[src/rtl/cla_nibble_serial_adder.sv]
// cla_nibble_serial_adder: WIDTH-bit adder that walks through the operands one
// 4-bit slice per clock, LSB nibble first, using a single 4-bit carry-look-ahead
// slice. The slice carry-out is registered and becomes the next slice's carry-in.
// Optional macro CLA_SERIAL_SUB_EN adds a 'sub' input that turns the block into
// an A-B subtractor (B captured inverted, carry register preset to 1).
module cla_nibble_serial_adder #(
  parameter  int WIDTH   = 16,
  localparam int NIBBLES = WIDTH / 4
) (
  input  logic             clk,
  input  logic             rst_n,
  input  logic             in_valid,
  output logic             in_ready,
  input  logic [WIDTH-1:0] a,
  input  logic [WIDTH-1:0] b,
  input  logic             cin,
`ifdef CLA_SERIAL_SUB_EN
  input  logic             sub,
`endif
  output logic             out_valid,
  input  logic             out_ready,
  output logic [WIDTH-1:0] sum,
  output logic             cout,
  output logic             ovf,
  output logic             busy
);

  localparam int CW = (NIBBLES > 1) ? $clog2(NIBBLES) : 1;

  typedef enum logic [1:0] {
    IDLE = 2'd0,
    RUN  = 2'd1,
    DONE = 2'd2
  } state_t;

  state_t state, state_next;

  logic [WIDTH-1:0] a_reg, b_reg, sum_reg;
  logic             carry, cout_reg, ovf_reg;
  logic [CW-1:0]    cnt;
  logic             last;

  logic [3:0] a_nib, b_nib, g, p, s4;
  logic [4:0] c;

  logic [WIDTH-1:0] b_load;
  logic             carry_load;

`ifdef CLA_SERIAL_SUB_EN
  assign b_load     = sub ? ~b : b;
  assign carry_load = sub ? 1'b1 : cin;
`else
  assign b_load     = b;
  assign carry_load = cin;
`endif

  assign last = (cnt == CW'(NIBBLES - 1));

  // Select the operand nibbles addressed by the slice counter
  always_comb begin
    a_nib = 4'h0;
    b_nib = 4'h0;
    for (int k = 0; k < NIBBLES; k++) begin
      if (cnt == CW'(k)) begin
        a_nib = a_reg[4*k +: 4];
        b_nib = b_reg[4*k +: 4];
      end
    end
  end

  // 4-bit carry-look-ahead slice: all internal carries from generate/propagate
  always_comb begin
    g    = a_nib & b_nib;
    p    = a_nib ^ b_nib;
    c[0] = carry;
    c[1] = g[0] | (p[0] & c[0]);
    c[2] = g[1] | (p[1] & g[0]) | (p[1] & p[0] & c[0]);
    c[3] = g[2] | (p[2] & g[1]) | (p[2] & p[1] & g[0])
         | (p[2] & p[1] & p[0] & c[0]);
    c[4] = g[3] | (p[3] & g[2]) | (p[3] & p[2] & g[1])
         | (p[3] & p[2] & p[1] & g[0]) | (p[3] & p[2] & p[1] & p[0] & c[0]);
    s4   = p ^ c[3:0];
  end

  // State register
  always_ff @(posedge clk or negedge rst_n) begin
    if (!rst_n) begin
      state <= IDLE;
    end else begin
      state <= state_next;
    end
  end

  // Next-state logic: accept in IDLE, step slices in RUN, hold result in DONE
  always_comb begin
    state_next = state;
    case (state)
      IDLE: if (in_valid) state_next = RUN;
      RUN:  if (last) state_next = DONE;
      DONE: if (out_ready) state_next = IDLE;
      default: state_next = IDLE;
    endcase
  end

  // Datapath: capture operands, then write one sum nibble per RUN cycle
  always_ff @(posedge clk or negedge rst_n) begin
    if (!rst_n) begin
      a_reg    <= '0;
      b_reg    <= '0;
      sum_reg  <= '0;
      carry    <= 1'b0;
      cout_reg <= 1'b0;
      ovf_reg  <= 1'b0;
      cnt      <= '0;
    end else begin
      case (state)
        IDLE: begin
          if (in_valid) begin
            a_reg <= a;
            b_reg <= b_load;
            carry <= carry_load;
            cnt   <= '0;
          end
        end
        RUN: begin
          for (int k = 0; k < NIBBLES; k++) begin
            if (cnt == CW'(k)) sum_reg[4*k +: 4] <= s4;
          end
          carry <= c[4];
          if (last) begin
            cout_reg <= c[4];
            ovf_reg  <= c[3] ^ c[4];
          end else begin
            cnt <= cnt + CW'(1);
          end
        end
        default: ;
      endcase
    end
  end

  assign in_ready  = (state == IDLE);
  assign out_valid = (state == DONE);
  assign busy      = (state != IDLE);
  assign sum       = sum_reg;
  assign cout      = cout_reg;
  assign ovf       = ovf_reg;

endmodule

[config.mk]
export PLATFORM = sky130hd
export DESIGN_NAME = cla_nibble_serial_adder
export DESIGN_NICKNAME = d
export VERILOG_FILES = /design/src/rtl/cla_nibble_serial_adder.sv
export SDC_FILE = /design/constraint.sdc
export NUM_CORES = 1
export LEC_CHECK = 0
export ABC_AREA = 1
export BUFFER_PORTS_ARGS = -buffer_cell sky130_fd_sc_hd__buf_4
export CAP_MARGIN = 20
export CORE_ASPECT_RATIO = 1.75
export CORE_UTILIZATION = 27
export CTS_CLUSTER_SIZE = 10
export DETAILED_ROUTE_END_ITERATION = 7
export PLACE_DENSITY = 0.55
export SKIP_CTS_REPAIR_TIMING = 1
export SLEW_MARGIN = 10
export SYNTH_ARGS = -nofsm -noshare
export SYNTH_HDL_FRONTEND = slang
export SYNTH_SLANG_ARGS = --single-unit
[constraint.sdc]
create_clock -name clk -period 2.5 [get_ports clk]
set_input_delay 0.25 -clock clk [delete_from_list [all_inputs] [get_ports clk]]
set_output_delay 0.25 -clock clk [all_outputs]
set_load 0.1 [all_outputs]
==> impl_summary.md <==
Floorplan
The row count is 48. The floorplan step set the die height to 136 um. The initial utilization of the core area, before any placement, comes to 0.279. The die covers 10700 sq um.

The width of the chip is slightly below 80 um. The number of primary I/O pins is 58. The total area inside the core boundary comes to 9970 sq um.

Critical path
Along the worst path, the maximum fanout reaches 7. STA classifies the critical path endpoint as a flip-flop. The critical path data required time is about 2.7 ns.

The critical path in this run is classified as flip-flop to flip-flop. The sort of element at the start of the critical path is a flip-flop. The arrival time at the worst endpoint is 2.53 ns.

Yosys
The total of flip-flops plus latches after synthesis is 55. The count of distinct cell types in the synthesized netlist is 24. The synthesized area per cell is 10.5 sq um.

The Yosys step of the flow raised 0 warnings. The portion of the post-synthesis area used by sequential elements is 0.494. Counting every net in the synthesized netlist gives around 310. The gate count of the mapped netlist is 266.

The cell area that synthesis handed to floorplanning was 2790 sq um.

Global routing
The total global routing overflow is 0. In the global route stage, met1 resource usage came out at 0.137. In this run the most used layer during global routing was met2. The number of antenna violations at the first check in global routing was 0. The global-route wire length before repair is 9960 um. Across every metal layer, demand over resource in global routing totals 0.123. For met2 alone, demand over resource in global routing was 0.215.

The number of global-route vias before repair is just over 2000. The met3 demand-to-capacity share in global routing is 0.0275. The largest net degree at the start of global routing is 56.

Route
The average via count per standard cell is 4.46. The initial DRC count is 79. The detailed router placed 2042 vias in this run. The wire length after detailed routing is around 6300 um. The pre-antenna-repair detailed-routing pass consisted of 4 iterations.

The count of nets left with antenna violations after detail routing is 0. The residual DRC count is 0. After detailed routing, the average wire length per cell comes to 13.8 um.

STA
The final hold slack is -0.00246 ns. For the pin with the worst max-slew slack, the measured transition is ~0.67 ns. The total count of hold-check failures in the final report is 4.

The highest clock frequency the design can meet is 424 MHz. Setup violations remaining at the end of the flow were counted as 0. The worst path needs 2.36 ns of the cycle, external delays included. The worst clock skew is 0.00767 ns.

Dividing the final minimum period by the clock period gives 0.944. The count of final max-slew check failures was 0. The worst pin sits at a relative slew slack of 0.550.

Clock tree
The clock insertion delay at the later pin of the skew report is 0.30 ns. TritonCTS built the clock tree. The H-tree was split into 2 levels. The tree is rooted in a sky130_fd_sc_hd__clkbuf_16. Counting the buffers created by CTS gives 5. The longest clock path from root to sink contains 2 buffers.

Clock-pin slew was measured on the worst setup and hold paths at roughly 0.07 ns. The number of clock sinks is 55.

Final layout
The number of antenna diodes in the final layout is 0. The fraction of layout instances using a drive strength above 1 is 0.399. The layout filler cell count is 1057. The most common cell after layout, fill and taps aside is sky130_fd_sc_hd__buf_4. From synthesis to final layout, the design area changed by 29.2%. The net count reported at finish is 378. In the layout the commonest cells are sky130_fd_sc_hd__buf_4, sky130_fd_sc_hd__nand2_1, sky130_fd_sc_hd__dfrtp_1. The count of cells in the finished layout, fillers not included, comes to around 460.

Worst hold path
The worst hold path belongs to the class input pin to asynchronous set/reset pin.

Place
At the end of routability-driven placement, the weighted congestion stood at 0.897. The total of buffers placed on input and output ports is 57. The detailed placer's ending HPWL is ~4700 um. Once placement completed, the tool counted placed cells totaling 447.

Run status
The checks that failed: hold timing. The flow ran to the end, but the final reports show violations.

Run
The tool flagged a number of max-cap violations equal to 0.
## cell type report
class                   instances  area, sq um  area share
clock buffers                   6          139      0.0386
clock inverters                 2         16.3     0.00452
inverters                      21         83.8      0.0233
multi-input cells             183         1330       0.369
flip-flops and latches         55         1380       0.383
well taps                     125          156      0.0434
repair buffers                 66          497       0.138
## stage by stage
stage          utilization  area [sq um]  TNS [ns]  worst slack, ns
2_1_floorplan            -          2790         0            0.260
3_3_place_gp         0.335          3340         0           0.0422
3_5_place_dp         0.335          3340         0           0.0103
4_1_cts              0.350          3490  -0.00210         -0.00210
5_1_grt              0.361          3600  -0.00632         -0.00343
6_report             0.361          3600         0            0.139
## cell families after synthesis
group / share of synthesized area
muxes: 0.164
AOI/OAI and AO/OA: 0.0683
adders and majority gates: 0.0431
and+or+nand+nor: 0.170
DFF: 0.494
buffers and inverters: 0.0570
xor gates and xnor gates: 0.00314
## per-layer routing
layer,vias up,routed length [um]
li1,1014,-
met3,10,267
met1,964,2480
met5,-,0
met4,0,193
met2,54,3360
## final timing paths
path,slack (ns),end,start,depth (start not counted)
setup / recovery,0.14,carry,cnt[0],12
hold / removal,-0.002,sum[14],rst_n,1
setup reg to reg,0.14,carry,cnt[0],12
hold reg to reg,0.48,sum[13],sum[13],2
max in group asynchronous,2.03,cnt[0],rst_n,1
min in group clk,0.13,state[1],out_ready,2
## cell usage after synthesis
master | count | area share
sky130_fd_sc_hd__a21o_1 | 1 | 0.0027
sky130_fd_sc_hd__a21oi_1 | 18 | 0.032
sky130_fd_sc_hd__buf_12 | 3 | 0.022
sky130_fd_sc_hd__buf_2 | 2 | 0.0036
sky130_fd_sc_hd__clkbuf_1 | 2 | 0.0027
sky130_fd_sc_hd__dfrtp_1 | 55 | 0.49
sky130_fd_sc_hd__fa_1 | 1 | 0.0072
sky130_fd_sc_hd__ha_1 | 8 | 0.036
sky130_fd_sc_hd__inv_1 | 19 | 0.026
sky130_fd_sc_hd__inv_2 | 1 | 0.0013
sky130_fd_sc_hd__inv_4 | 1 | 0.0022
sky130_fd_sc_hd__mux2_2 | 6 | 0.024
sky130_fd_sc_hd__mux2_4 | 26 | 0.14
sky130_fd_sc_hd__nand2_1 | 62 | 0.084
sky130_fd_sc_hd__nand2_4 | 1 | 0.0040
sky130_fd_sc_hd__nand3_1 | 22 | 0.040
sky130_fd_sc_hd__nor2_1 | 13 | 0.018
sky130_fd_sc_hd__nor2_4 | 4 | 0.016
sky130_fd_sc_hd__nor2_8 | 1 | 0.0072
sky130_fd_sc_hd__o21ai_0 | 13 | 0.023
sky130_fd_sc_hd__o21ai_1 | 4 | 0.0072
sky130_fd_sc_hd__o31ai_1 | 1 | 0.0027
sky130_fd_sc_hd__or2_2 | 1 | 0.0022
sky130_fd_sc_hd__xor2_1 | 1 | 0.0031
## worst max-delay path, stage by stage (launching register included)
cell	delay (ns)
sky130_fd_sc_hd__dfrtp_2	0.43
sky130_fd_sc_hd__buf_4	0.13
sky130_fd_sc_hd__ha_1	0.22
sky130_fd_sc_hd__inv_2	0.08
sky130_fd_sc_hd__buf_6	0.14
sky130_fd_sc_hd__buf_4	0.13
sky130_fd_sc_hd__a21oi_2	0.19
sky130_fd_sc_hd__ha_4	0.25
sky130_fd_sc_hd__or2_2	0.31
sky130_fd_sc_hd__nand3_1	0.12
sky130_fd_sc_hd__nand2_1	0.08
sky130_fd_sc_hd__inv_1	0.10
sky130_fd_sc_hd__o21ai_0	0.08
Power is left out: the tool's default activity adds up to more than one toggle a clock period on the data nets, which glitch-free logic cannot reach.
